`config.mk`:
```
export PLATFORM = sky130hd
export DESIGN_NAME = idex_execute
export DESIGN_NICKNAME = d
export VERILOG_FILES = /design/src/rtl/idex_execute.sv
export SDC_FILE = /design/constraint.sdc
export NUM_CORES = 1
export LEC_CHECK = 0
export BUFFER_PORTS_ARGS = -buffer_cell sky130_fd_sc_hd__buf_2
export CORE_ASPECT_RATIO = 1.4
export CORE_UTILIZATION = 50
export DETAILED_ROUTE_END_ITERATION = 8
export PLACE_DENSITY_LB_ADDON = 0.05
export SLEW_MARGIN = 5
export SYNTH_ARGS = -nofsm -noshare
export SYNTH_HDL_FRONTEND = slang
export SYNTH_SLANG_ARGS = --single-unit
```
`constraint.sdc`:
```
create_clock -name clk -period 3.5 [get_ports clk]
set_clock_uncertainty 0.05 [all_clocks]
set_input_delay 0.35 -clock clk [delete_from_list [all_inputs] [get_ports clk]]
set_output_delay 0.35 -clock clk [all_outputs]
set_load 0.01 [all_outputs]
```
`src/rtl/idex_execute.sv`:
```
// ID/EX pipeline register, EX/WB forwarding and 8-bit ALU.
// Also holds the registered zero/carry flag pair.
package idex_pkg;

  localparam int DW_P = 8;
  localparam int AW_P = 3;

  typedef enum logic [2:0] {
    OP_ADD  = 3'b000,
    OP_SUB  = 3'b001,
    OP_AND  = 3'b010,
    OP_OR   = 3'b011,
    OP_XOR  = 3'b100,
    OP_SHL  = 3'b101,
    OP_SHR  = 3'b110,
    OP_PASS = 3'b111
  } alu_op_e;

  typedef struct packed {
    logic              valid;
    logic              regwrite;
    alu_op_e           alu_op;
    logic [AW_P-1:0]   dst;
    logic              use_imm;
    logic [AW_P-1:0]   rs1_addr;
    logic [AW_P-1:0]   rs2_addr;
    logic [DW_P-1:0]   rs1_data;
    logic [DW_P-1:0]   rs2_data;
    logic [DW_P-1:0]   imm;
  } id_ex_t;

endpackage

module idex_execute
  import idex_pkg::*;
#(
  parameter int DW = DW_P,
  parameter int AW = AW_P
) (
  input  logic          clk,
  input  logic          reset,
  input  logic          id_valid,
  input  logic [2:0]    id_alu_op,
  input  logic [AW-1:0] id_rs1_addr,
  input  logic [AW-1:0] id_rs2_addr,
  input  logic [DW-1:0] id_rs1_data,
  input  logic [DW-1:0] id_rs2_data,
  input  logic [DW-1:0] id_imm,
  input  logic          id_use_imm,
  input  logic          id_regwrite,
  input  logic [AW-1:0] id_dst,
  input  logic          hold,
  input  logic          flush,
  input  logic [DW-1:0] fwd_result,
  input  logic          fwd_regwrite,
  input  logic [AW-1:0] fwd_dst,
  output logic [DW-1:0] alu_result_out,
  output logic          regwrite_out,
  output logic [AW-1:0] dst_out,
  output logic          flag_z,
  output logic          flag_c
);

  id_ex_t ex_q, ex_d;

  logic flag_z_q, flag_z_d;
  logic flag_c_q, flag_c_d;

  logic          fwd_a_hit;
  logic          fwd_b_hit;
  logic [DW-1:0] op_a;
  logic [DW-1:0] op_b;
  logic [DW:0]   sum;
  logic [DW:0]   diff;
  logic [DW-1:0] res;
  logic          carry;
  logic          zero;

  // Stage register: flush beats hold beats load.
  always_comb begin
    ex_d = ex_q;
    if (flush) begin
      ex_d = '0;
    end else if (!hold) begin
      ex_d.valid    = id_valid;
      ex_d.regwrite = id_regwrite;
      ex_d.alu_op   = alu_op_e'(id_alu_op);
      ex_d.dst      = id_dst;
      ex_d.use_imm  = id_use_imm;
      ex_d.rs1_addr = id_rs1_addr;
      ex_d.rs2_addr = id_rs2_addr;
      ex_d.rs1_data = id_rs1_data;
      ex_d.rs2_data = id_rs2_data;
      ex_d.imm      = id_imm;
    end
  end

  always_ff @(posedge clk or posedge reset) begin
    if (reset) begin
      ex_q <= '0;
    end else begin
      ex_q <= ex_d;
    end
  end

  assign fwd_a_hit = fwd_regwrite
                   && (fwd_dst == ex_q.rs1_addr);
  assign fwd_b_hit = fwd_regwrite
                   && (fwd_dst == ex_q.rs2_addr);

  always_comb begin
    op_a = fwd_a_hit ? fwd_result : ex_q.rs1_data;
    op_b = ex_q.rs2_data;
    if (ex_q.use_imm) begin
      op_b = ex_q.imm;
    end else if (fwd_b_hit) begin
      op_b = fwd_result;
    end
  end

  // Bit DW of the widened difference is the borrow.
  assign sum  = {1'b0, op_a} + {1'b0, op_b};
  assign diff = {1'b0, op_a} - {1'b0, op_b};

  always_comb begin
    res   = '0;
    carry = 1'b0;
    unique case (ex_q.alu_op)
      OP_ADD: begin
        res   = sum[DW-1:0];
        carry = sum[DW];
      end
      OP_SUB: begin
        res   = diff[DW-1:0];
        carry = diff[DW];
      end
      OP_AND: res = op_a & op_b;
      OP_OR:  res = op_a | op_b;
      OP_XOR: res = op_a ^ op_b;
      OP_SHL: begin
        res   = {op_a[DW-2:0], 1'b0};
        carry = op_a[DW-1];
      end
      OP_SHR: begin
        res   = {1'b0, op_a[DW-1:1]};
        carry = op_a[0];
      end
      OP_PASS: res = op_b;
      default: begin
        res   = '0;
        carry = 1'b0;
      end
    endcase
  end

  assign zero = (res == '0);

  // Flags retire with the instruction, so a held op leaves them alone.
  always_comb begin
    flag_z_d = flag_z_q;
    flag_c_d = flag_c_q;
    if (ex_q.valid && !hold) begin
      flag_z_d = zero;
      flag_c_d = carry;
    end
  end

  always_ff @(posedge clk or posedge reset) begin
    if (reset) begin
      flag_z_q <= 1'b0;
      flag_c_q <= 1'b0;
    end else begin
      flag_z_q <= flag_z_d;
      flag_c_q <= flag_c_d;
    end
  end

  assign alu_result_out = res;
  assign regwrite_out   = ex_q.valid
                        & ex_q.regwrite
                        & ~hold;
  assign dst_out        = ex_q.dst;
  assign flag_z         = flag_z_q;
  assign flag_c         = flag_c_q;

endmodule
```
## Word-level counts from Yosys, hierarchy flattened

Index checks and enable logic that the tools add are counted.

- Register bits after elaboration: 41
- Bits of input ports: 55

- $add $sub $neg: 2
- Equality and inequality tests: 10
- Mux-type cells: 7
- Bitwise gates (word level): 6
- Reductions and logical operators: 6

Operator list:

| kind | number |
|---|---|
| $mux W39 | 2 |
| $pmux W8 S8 | 1 |
| $mux W8 | 3 |
| $eq A3 B3 Y1 const B | 4 |
| $add A8 B8 Y9 | 1 |
| $sub A8 B8 Y9 | 1 |
| $and A8 B8 Y8 | 1 |
| $logic_not A8 Y1 | 1 |
| $or A8 B8 Y8 | 1 |
| $xor A8 B8 Y8 | 1 |
| $eq A3 B2 Y1 const B | 2 |
| $eq A3 B3 Y1 | 2 |
| $pmux W1 S4 | 1 |
| $eq A3 B1 Y1 const B | 1 |
| $logic_and A1 B1 Y1 | 3 |
| $logic_not A3 Y1 | 1 |
| $and A1 B1 Y1 | 2 |
| $ne A2 B1 Y1 const B | 1 |
| $logic_not A1 Y1 | 1 |
| $not A1 Y1 | 1 |

## Longest topological paths before layout

Gate-level depths: netlist (run 1).

- Depth in word-level cells: 7
- Gate-level depth with buffers: 15
- Depth with buffers taken out: 14

## Worst setup path before layout (run 1)

Ideal clock, no wire load.

- Kind: reg-to-output
- From: reg ex_q[26] (netlist bit)
- To: out alu_result_out[7]
- Arrival: 3.011 ns
- Setup slack: 0.089 ns
- Stages on the path, launching flop included: 13
- Buffers on the path: 0
- Path through: dfrtp_1 -> xnor2_1 -> nand4_2 -> mux2i_1 -> o21ai_1 -> inv_1 -> ha_1 -> or3_1 -> a31oi_1 -> o21ai_1 -> a21oi_1 -> mux2_2 -> o211ai_1

- Longest elaborated chain between the ends: 6

Ends and longest elaborated chain:

| element | line | RTL |
|---|---|---|
| start, declared | 64 | `id_ex_t ex_q, ex_d;` |
| start signal, assigned | 100 | `ex_q <= '0;` |
| start signal, assigned | 102 | `ex_q <= ex_d;` |
| $eq A3 B3 Y1 * | 109 | `&& (fwd_dst == ex_q.rs2_addr);` |
| $logic_and A1 B1 Y1 * | 109 |  |
| $mux W8 * | 116 | `end else if (fwd_b_hit) begin` |
| $mux W8 * | 114 | `if (ex_q.use_imm) begin` |
| $sub A8 B8 Y9 (tied with other cells) | 123 | `assign diff = {1'b0, op_a} - {1'b0, op_b};` |
| $pmux W8 S8 * | 128 | `unique case (ex_q.alu_op)` |
| end, declared | 57 | `output logic [DW-1:0] alu_result_out,` |

Mark *: on every way between the ends. The rest lies on a longest branch, timed or not.

## Final worst setup path (run 1)

- From: reg ex_q[26] (netlist bit)
- To: out alu_result_out[6]

The elaborated chain is that of the path after synthesis.

==> flow_results.org, run 1 <==
** Status
- Outcome :: finished with violations
- The final reports fail on design-rule violations, negative setup slack.

** Route
- In the routed layout, each cell is associated on average with a via count of 5.575.
- The routed layout has 3,055 vias.
- The first routing iteration left 122 violations.
- Wire length reported by the detailed router :: between 9 and 10 mm
- DRC violations left :: 2
- Once detail routing completed, the nets flagged for antenna violations numbered 0.
- In the final routed layout, each cell accounts on average for 16.73 um.
- First-pass iteration count of the detailed router :: 6

** Synthesis
- The synthesized netlist occupies a cell area of roughly 3400 sq um.
- After synthesis the netlist holds a flip-flop and latch count of 41.
- YS warnings :: 0
- Synthesized Nets :: around 450
- Fraction of the yosys area taken by sequential cells :: 30.59%
- Largest cells by area after synthesis :: dfrtp_1 (31%), mux2i_1 (15%), ha_1 (9.0%)
- The average instance in the mapped netlist occupies between 9 and 10 sq um.
- Most numerous cell types in the synthesized netlist :: nor2_1 (54), mux2i_1 (50), dfrtp_1 (41)
- The cell count after synthesis came out at about 370.
- By area, the combinational part of the netlist is dominated by multiplexers.
- Summing the areas of all xor and xnor instances in the mapped netlist gives about 3.4% of the synthesized area.
- Fraction of registers with async set/reset :: 100.0%
- Of the post-synthesis cell area, the part taken by muxes is a little under a fifth.
- Summing the areas of all compound-gate instances in the mapped netlist gives 17.53% of the synthesized area.
- After synthesis, the largest area contributor takes up 30.59% of total cell area.
- Library cell with the largest summed area after synthesis :: dfrtp_1
- Count leader, synth :: nor2_1
- For this run, the leading register cell type out of synthesis is dfrtp_1.
- Counting flops with a built-in enable in the synthesized netlist gives 0.
- Of the total synthesized cell area, the portion taken by full adders, half adders and majority gates is 10.44%.
- Number of distinct library cells after synthesis :: 57
- After Yosys synthesis, and, or, nand and nor cells account for a little over an eighth of the synthesized area.

** Place
- Timing analysis after detailed placement gives a worst setup slack of -0.1944 ns.
- Summing all placed instances gives a cell area of 3954 sq um.
- Count of input and output buffers :: 68
- After legalization and detailed placement, the total HPWL measured 6.876 mm.
- Final weighted congestion of routability-driven global placement :: 0.8907

** Run
- The tool flagged a number of max-cap violations equal to 0.

** Cells and area
- The finished cells cover 4436 sq um.
- Inserted Diodes :: 0
- In the final layout, the share of cells above drive strength 1 is 37.61%.
- From synthesis to final layout, the design area changed by 32.23%.
- Layout Nets :: 556
- The filler cells instantiated in the layout total 520.

** Power
- Combinational logic burns 42.2% of the power.
- Relative contribution of sequential cells to total power :: 33.2%
- Max IR drop VDD :: around 270 uV
- The internal power of the cells totals 1.065 mW.
- Of the total power, the share spent switching nets is 33.07%.
- Pwr dens :: 358.9 nW/um^2
- For this design the total switching power over the nets is 526.3 uW.
- In this run, the clock network consumes about 25% of the power.
- For this design the static power due to leakage is 2.209 nW.

** Timing
- Once routing completed, OpenROAD measured the worst setup slack at -0.1360 ns.
- Max frequency :: about 0.28 GHz
- In this run the tightest slew margin relative to its limit is a little over half.
- Transition time of the tightest slew-check pin :: 0.6984 ns
- Final Max Tran Viols :: 0
- Setup repair after global routing could not meet its margin everywhere.
- Final worst-path cycle share :: 103.9%
- The final hold violation count was 0.
- Number of setup violations in the final report :: 4
- Post-layout minimum cycle time :: 3.636 ns

** Setup path
- Tracing the worst setup path back leads to its startpoint at ex_q[26]$_DFFE_PP0P_.
- FF-to-FF Start :: ex_q[26]$_DFFE_PP0P_
- Data on the critical path is required at its endpoint by 3.10 ns.
- Crit. End Element :: primary output
- Critical Path Fanout Max :: 4
- Arrival time worst endpoint :: roughly 3.2 ns
- The worst setup path is launched from a register.
- By startpoint and endpoint, the worst setup path is classified as register to primary output.

** Clock network
- CTS root buf :: clkbuf_8
- TritonCTS built the clock tree.
- Clock latency on the worst-skew pair :: 0.29 ns
- Maximum buffer depth of the clock tree :: 2
- Clock tree synthesis inserted a total of 5 buffers.
- Depth of the CTS H-tree :: 2
- Clock slew at reported path FFs :: roughly 0.08 ns
- Num Clock Sinks :: a little over 40

** GRT
- For this run, the total global-route usage over all layers was measured as 27.34%.
- The total overflow left after global routing is 0.
- The first global-routing pass estimated 15.03 mm of wire.
- The number of antenna violations at the first check in global routing was 0.
- Entering global routing, the biggest net connects 42 pins.
- Vias in the first global route :: 3,137

** Die
- The floorplan step defined a die boundary enclosing 7045 sq um.
- The initial utilization of the core area, before any placement, comes to 52.92%.
- Total I/O pin count :: between 60 and 70
- Horizontal die dimension :: 71.23 um
- The die is 98.92 um tall.
- The floorplan has 34 rows.
- Floorplan core area :: about 6300 sq um

** Min path
- Min-Delay Path Class :: input port to asynchronous set/reset pin
[registers in the layout (all words and copies together), names as in the netlist]
signal	flops
dst_out	3
ex_q	36
flag_z	1
flag_c	1
[worst paths after layout]
kind / end / slack, ns / cells past startpoint
setup / recovery: alu_result_out[6] / -0.14 / 15
hold / removal: dst_out[0]$_DFFE_PP0P_ / 0.12 / 3
setup reg to reg: flag_z$_DFFE_PP0P_ / 0.10 / 16
hold reg to reg: flag_z$_DFFE_PP0P_ / 0.45 / 2
max in group asynchronous: ex_q[36]$_DFFE_PP0P_ / 2.91 / 3
min in group clk: ex_q[27]$_DFFE_PP0P_ / 0.25 / 3
[final cells by class]
type	count	area, sq um	share of cell area, %
timing repair buffer	118	726.9	16.39
tap	72	90.09	2.031
clock inverter	1	30.03	0.6770
clock buffer	7	86.33	1.946
inverter	28	105.1	2.370
sequential	41	1026	23.13
multi-input combinational	281	2371	53.46
[layer usage]
| metal | vias up | share of wire, % | track usage [%] |
|---|---|---|---|
| met5 | - | 0 | 0 |
| met4 | 0 | 1.9 | 10.77 |
| met3 | 14 | 4.5 | 3.374 |
| met2 | 89 | 53 | 47.91 |
| met1 | 1437 | 41 | 33.79 |
| li1 | 1515 | - | - |
[kinds of logic after synthesis]
kind of cell / after synthesis
XOR/XNOR: 13
buffers and inverters: 49
AO/OA/AOI/OAI: 83
multiplexers: 58
AND/OR/NAND/NOR: 100
adder cells (fa/ha/maj): 27
flip-flops: 41
[through the flow]
| step | setup TNS (ns) | hold WS [ns] | power (mW) | std cells | utilization [%] |
|---|---|---|---|---|---|
| final | -0.3298 | 0.1191 | 1.592 | 548 | 69.98 |
| after detailed placement | -0.4296 | 0.4265 | 1.086 | 526 | 62.38 |
| after CTS | -0.3972 | 0.1399 | 1.561 | 544 | 67.88 |
| after floorplan | 0 | 0.4335 | 0.8856 | 371 | - |
| after global placement | -0.1440 | 0.4185 | 1.079 | 526 | 62.38 |
| after global routing | -1.474 | 0.1883 | 1.687 | 548 | 69.98 |
[power by group through the flow]
| stage | clock network (mW) | logic (mW) | registers, mW |
|---|---|---|---|
| after detailed placement | 0 | 0.549 | 0.536 |
| after CTS | 0.405 | 0.629 | 0.527 |
| after global placement | 0 | 0.544 | 0.536 |
| after global routing | 0.423 | 0.734 | 0.531 |
| final | 0.392 | 0.672 | 0.528 |
| after floorplan | 0 | 0.358 | 0.528 |
[layout by cell type, fill, tap and decap left out, types with 10 or more instances in the layout]
| cell | Yosys | layout |
|---|---|---|
| buf_2 | 3 | 68 |
| nor2_1 | 54 | 54 |
| mux2i_1 | 50 | 47 |
| buf_4 | 3 | 47 |
| dfrtp_1 | 41 | 41 |
| inv_1 | 23 | 22 |
| ha_1 | 24 | 18 |
| nand2_1 | 17 | 17 |
| a21oi_1 | 19 | 11 |
| xnor2_1 | 12 | 10 |
[critical path: stages, from the launching register on]
cell,delay (ns)
dfrtp_1,0.40
xnor2_1,0.18
nand4_2,0.19
buf_6,0.19
buf_4,0.15
mux2i_2,0.21
a21oi_2,0.10
ha_1,0.24
nand2b_1,0.16
a22oi_1,0.15
o22ai_1,0.12
a221oi_2,0.31
a32oi_1,0.17
o22ai_2,0.17
nor2_1,0.06
buf_2,0.13
[timing repair]
item,4_1_cts,5_1_grt
setup buffers,10,4
endpoints found under the setup margin,7,9
resized for setup,30,18
hold buffers,0,0
pin swaps,15,16
(Power assumes the default switching activity.)
==> run 2, diff against run 1 <==
RECOVER_POWER = 100   (was default)
SKIP_CTS_REPAIR_TIMING = 1   (was default)
SLEW_MARGIN = 0   (was 5)
==> run 2 against run 1 <==
Compared with the run above: the flow finishes with violations (design-rule violations, max-capacitance violations, max-slew violations, negative setup slack); non-clock buffer count is 3 lower; clock power about the same; via count grew 2.0%; sequential share of layout area up 0.32 points; register-to-register slack improved by 0.07 ns.
==> flow_results.org, run 2 (synthesized netlist as in run 1, its figures left out) <==
** Die
- Effective utilization at floorplan :: 52.92% (unchanged)
- Horizontal die dimension :: 71.23 um (unchanged)
- The core outline area was 6339 sq um (unchanged).
- Total I/O pin count :: 69 (unchanged)
- The height of the chip was 98.92 um (unchanged).
- Row count :: 34 (unchanged)
- The floorplan die area was 7045 sq um (unchanged).

** Clock network
- The total clock buffers created by CTS was 5 (unchanged).
- The maximum root-to-sink buffer count was 2 (unchanged).
- The number of sinks handled by clock tree synthesis is 41 (unchanged).
- Depth of the CTS H-tree :: 2 (unchanged)
- The clock transition at the registers of the reported paths was 0.08 ns (about the same).
- Clock latency on the worst-skew pair :: 0.29 ns (about the same)
- TritonCTS built the clock tree.
- The tree is rooted in a clkbuf_8.

** Setup path
- Worst EP required :: 3.10 ns (about the same)
- Arrival time worst endpoint :: 3.23 ns (about the same)
- The worst setup path is of the register to primary output kind.
- CP Launch Type :: register
- CP max-delay cell :: dfrtp_1
- The signal on the critical path passes through xnor2_1 > nand4_2 > buf_6 > mux2i_4 > o21ai_4 > ha_2 > or3_4 > a31oi_4 > o21ai_2 > a21oi_1 > mux2_2 > o211ai_1 > buf_2.
- The worst setup path is captured at a primary output.
- Largest incremental delay on the critical path :: 0.40 ns (about the same)
- The maximum net fanout on the critical path is 6 (+2).
- CP top delay family :: compound AO/OA/AOI/OAI gates
- Buffer and inverter count on the worst path :: 2 (-1)

** Route
- Routed wirelength normalized by instance count :: 16.91 um (+1.1%)
- The routed via count divided by cell count came to 5.717 (+2.6%).
- Highest signal layer in the routed design :: met4
- The detailed-route DRC error count came to 2 (unchanged).
- Wire length reported by the detailed router :: 9.217 mm (+0.56%)
- The detailed-routed wire length on met3 is 340 um (-17%).
- First-pass iteration count of the detailed router :: 6 (unchanged)
- The total routed wire length on the met1 layer came to 3.839 mm (+2.8%).
- Number of nets with antenna violations after detailed routing :: 0 (unchanged)
- The total met2 wirelength after detailed routing is 4.824 mm (-0.43%).
- DR iter-0 viols :: 157 (+29%)
- Routed via count :: 3,116 (+2.0%)

** Power
- Pwr dens :: 357.8 nW/um^2 (-0.30%)
- Design Power :: 1.565 mW (-1.7%)
- Max IR drop VDD :: 276.1 uV (+3.7%)
- Total leakage power :: 2.155 nW (-2.4%)

** Place
- Post-DP HPWL :: 6.876 mm (unchanged)
- The area of placed instances came to 3954 sq um (unchanged).
- The weighted congestion at the end of routability-driven global placement is 0.8907 (unchanged).
- The placed cell count was 526 (unchanged).
- The port buffer count came to 68 (unchanged).

** Status
- Outcome :: finished with violations
- The checks that failed: design-rule violations, max-capacitance violations, max-slew violations, negative setup slack.

** Timing
- Slew headroom :: -82.79% (-140 points)
- Final WS setup :: -0.1333 ns (+0.002711 ns)
- Transition time of the tightest slew-check pin :: 2.742 ns (+2.043 ns)
- The setup-violating endpoint count in the final report came to 5 (+1).
- Final worst-path cycle share :: 103.8% (about the same)
- The final number of max-transition violations came to 82 (+82).
- RSZ-0062 raised after global routing :: true
- The clock period minus worst slack was 3.633 ns (-0.002711 ns).
- Hold Vio Cnt, Final :: 0 (unchanged)
- The highest attainable clock frequency is 0.2752 GHz (about the same).

** Cells and area
- Relative area change from synthesis to final layout :: 30.40%
- The antenna cell count was 0 (unchanged).
- Ratio of cells with drive above 1 in the final layout :: 35.73% (-1.9 points)
- Most frequent standard cell in the layout excluding fill and tap cells :: buf_2
- Max FFs per register :: 36 (unchanged)
- The top cell types in the final layout, fill and taps aside, are buf_2 (62), nor2_1 (54), mux2i_1 (46).
- The number of standard cells in the final layout excluding fillers was 545 (-0.55%).
- Register containing the most flip-flops in the final layout :: ex_q
- Final standard cell area without fillers :: 4374 sq um (-1.4%)
- The net total in the final layout is 553 (-0.54%).

** GRT
- Maximum number of pins on one net before global-route repair :: 42 (unchanged)
- Gr usage total :: 26.48% (-0.87 points)
- Total congestion overflow :: 0 (unchanged)
- The number of antenna violations at the first check in global routing came to 0 (unchanged).
- Vias in the first global route :: 3,048 (-2.8%)
- Wire length of the first global-routing pass :: 14.55 mm (-3.2%)

** Run
- The count of max-cap constraint violations is 2 (+2).

** Min path
- The path class of the tightest hold or removal check is input port to register.
## run 2: cell type report
class                   instances  area [sq um]
repair buffers                115         689.4
well taps                      72         90.09
clock inverters                 1         30.03
flip-flops and latches         41          1026
clock buffers                   7         86.33
multi-input cells             281          2347
inverters                      28         105.1
fillers                       529          1964
## run 2: path summary, 6_finish.rpt
check	from	end	slack, ns	cells after the start
hold / removal	id_imm[0]	ex_q[0]$_DFFE_PP0P_	0.25	3
setup reg to reg	ex_q[26]$_DFFE_PP0P_	flag_z$_DFFE_PP0P_	0.17	15
min in group asynchronous	reset	dst_out[1]$_DFFE_PP0P_	0.79	3
setup / recovery	ex_q[26]$_DFFE_PP0P_	alu_result_out[7]	-0.13	13
hold reg to reg	flag_z$_DFFE_PP0P_	flag_z$_DFFE_PP0P_	0.45	2
max in group asynchronous	reset	ex_q[36]$_DFFE_PP0P_	1.35	3
## run 2: per-layer routing
layer	up-vias	track usage (%)
met5	-	0
met4	0	10.77
met3	14	2.658
met2	98	45.27
met1	1498	33.97
li1	1506	-
## run 2: worst min-delay path, delay by kind of cell
family	cells	cell delay (ns)
muxes	1	0.05
buffers and inverters	1	0.07
and+or+nand+nor	1	0.07
## run 2: power breakdown
| part | switching, mW | internal, mW |
|---|---|---|
| Combinational | 0.336 | 0.309 |
| Sequential | 0.0259 | 0.502 |
| Clock | 0.160 | 0.233 |
| Total | 0.521 | 1.04 |
## run 2: metrics by stage
step | worst slack, ns | hold slack (ns) | util [%] | TNS (ns)
3_3_place_gp | -0.1384 | 0.4185 | 62.38 | -0.1440
5_1_grt | -0.2936 | 0.2473 | 69.01 | -1.441
4_1_cts | -0.4757 | 0.1399 | 64.21 | -1.739
6_report | -0.1333 | 0.2450 | 69.01 | -0.4007
2_1_floorplan | 0.08936 | 0.4335 | - | 0
3_5_place_dp | -0.1944 | 0.4265 | 62.38 | -0.4296
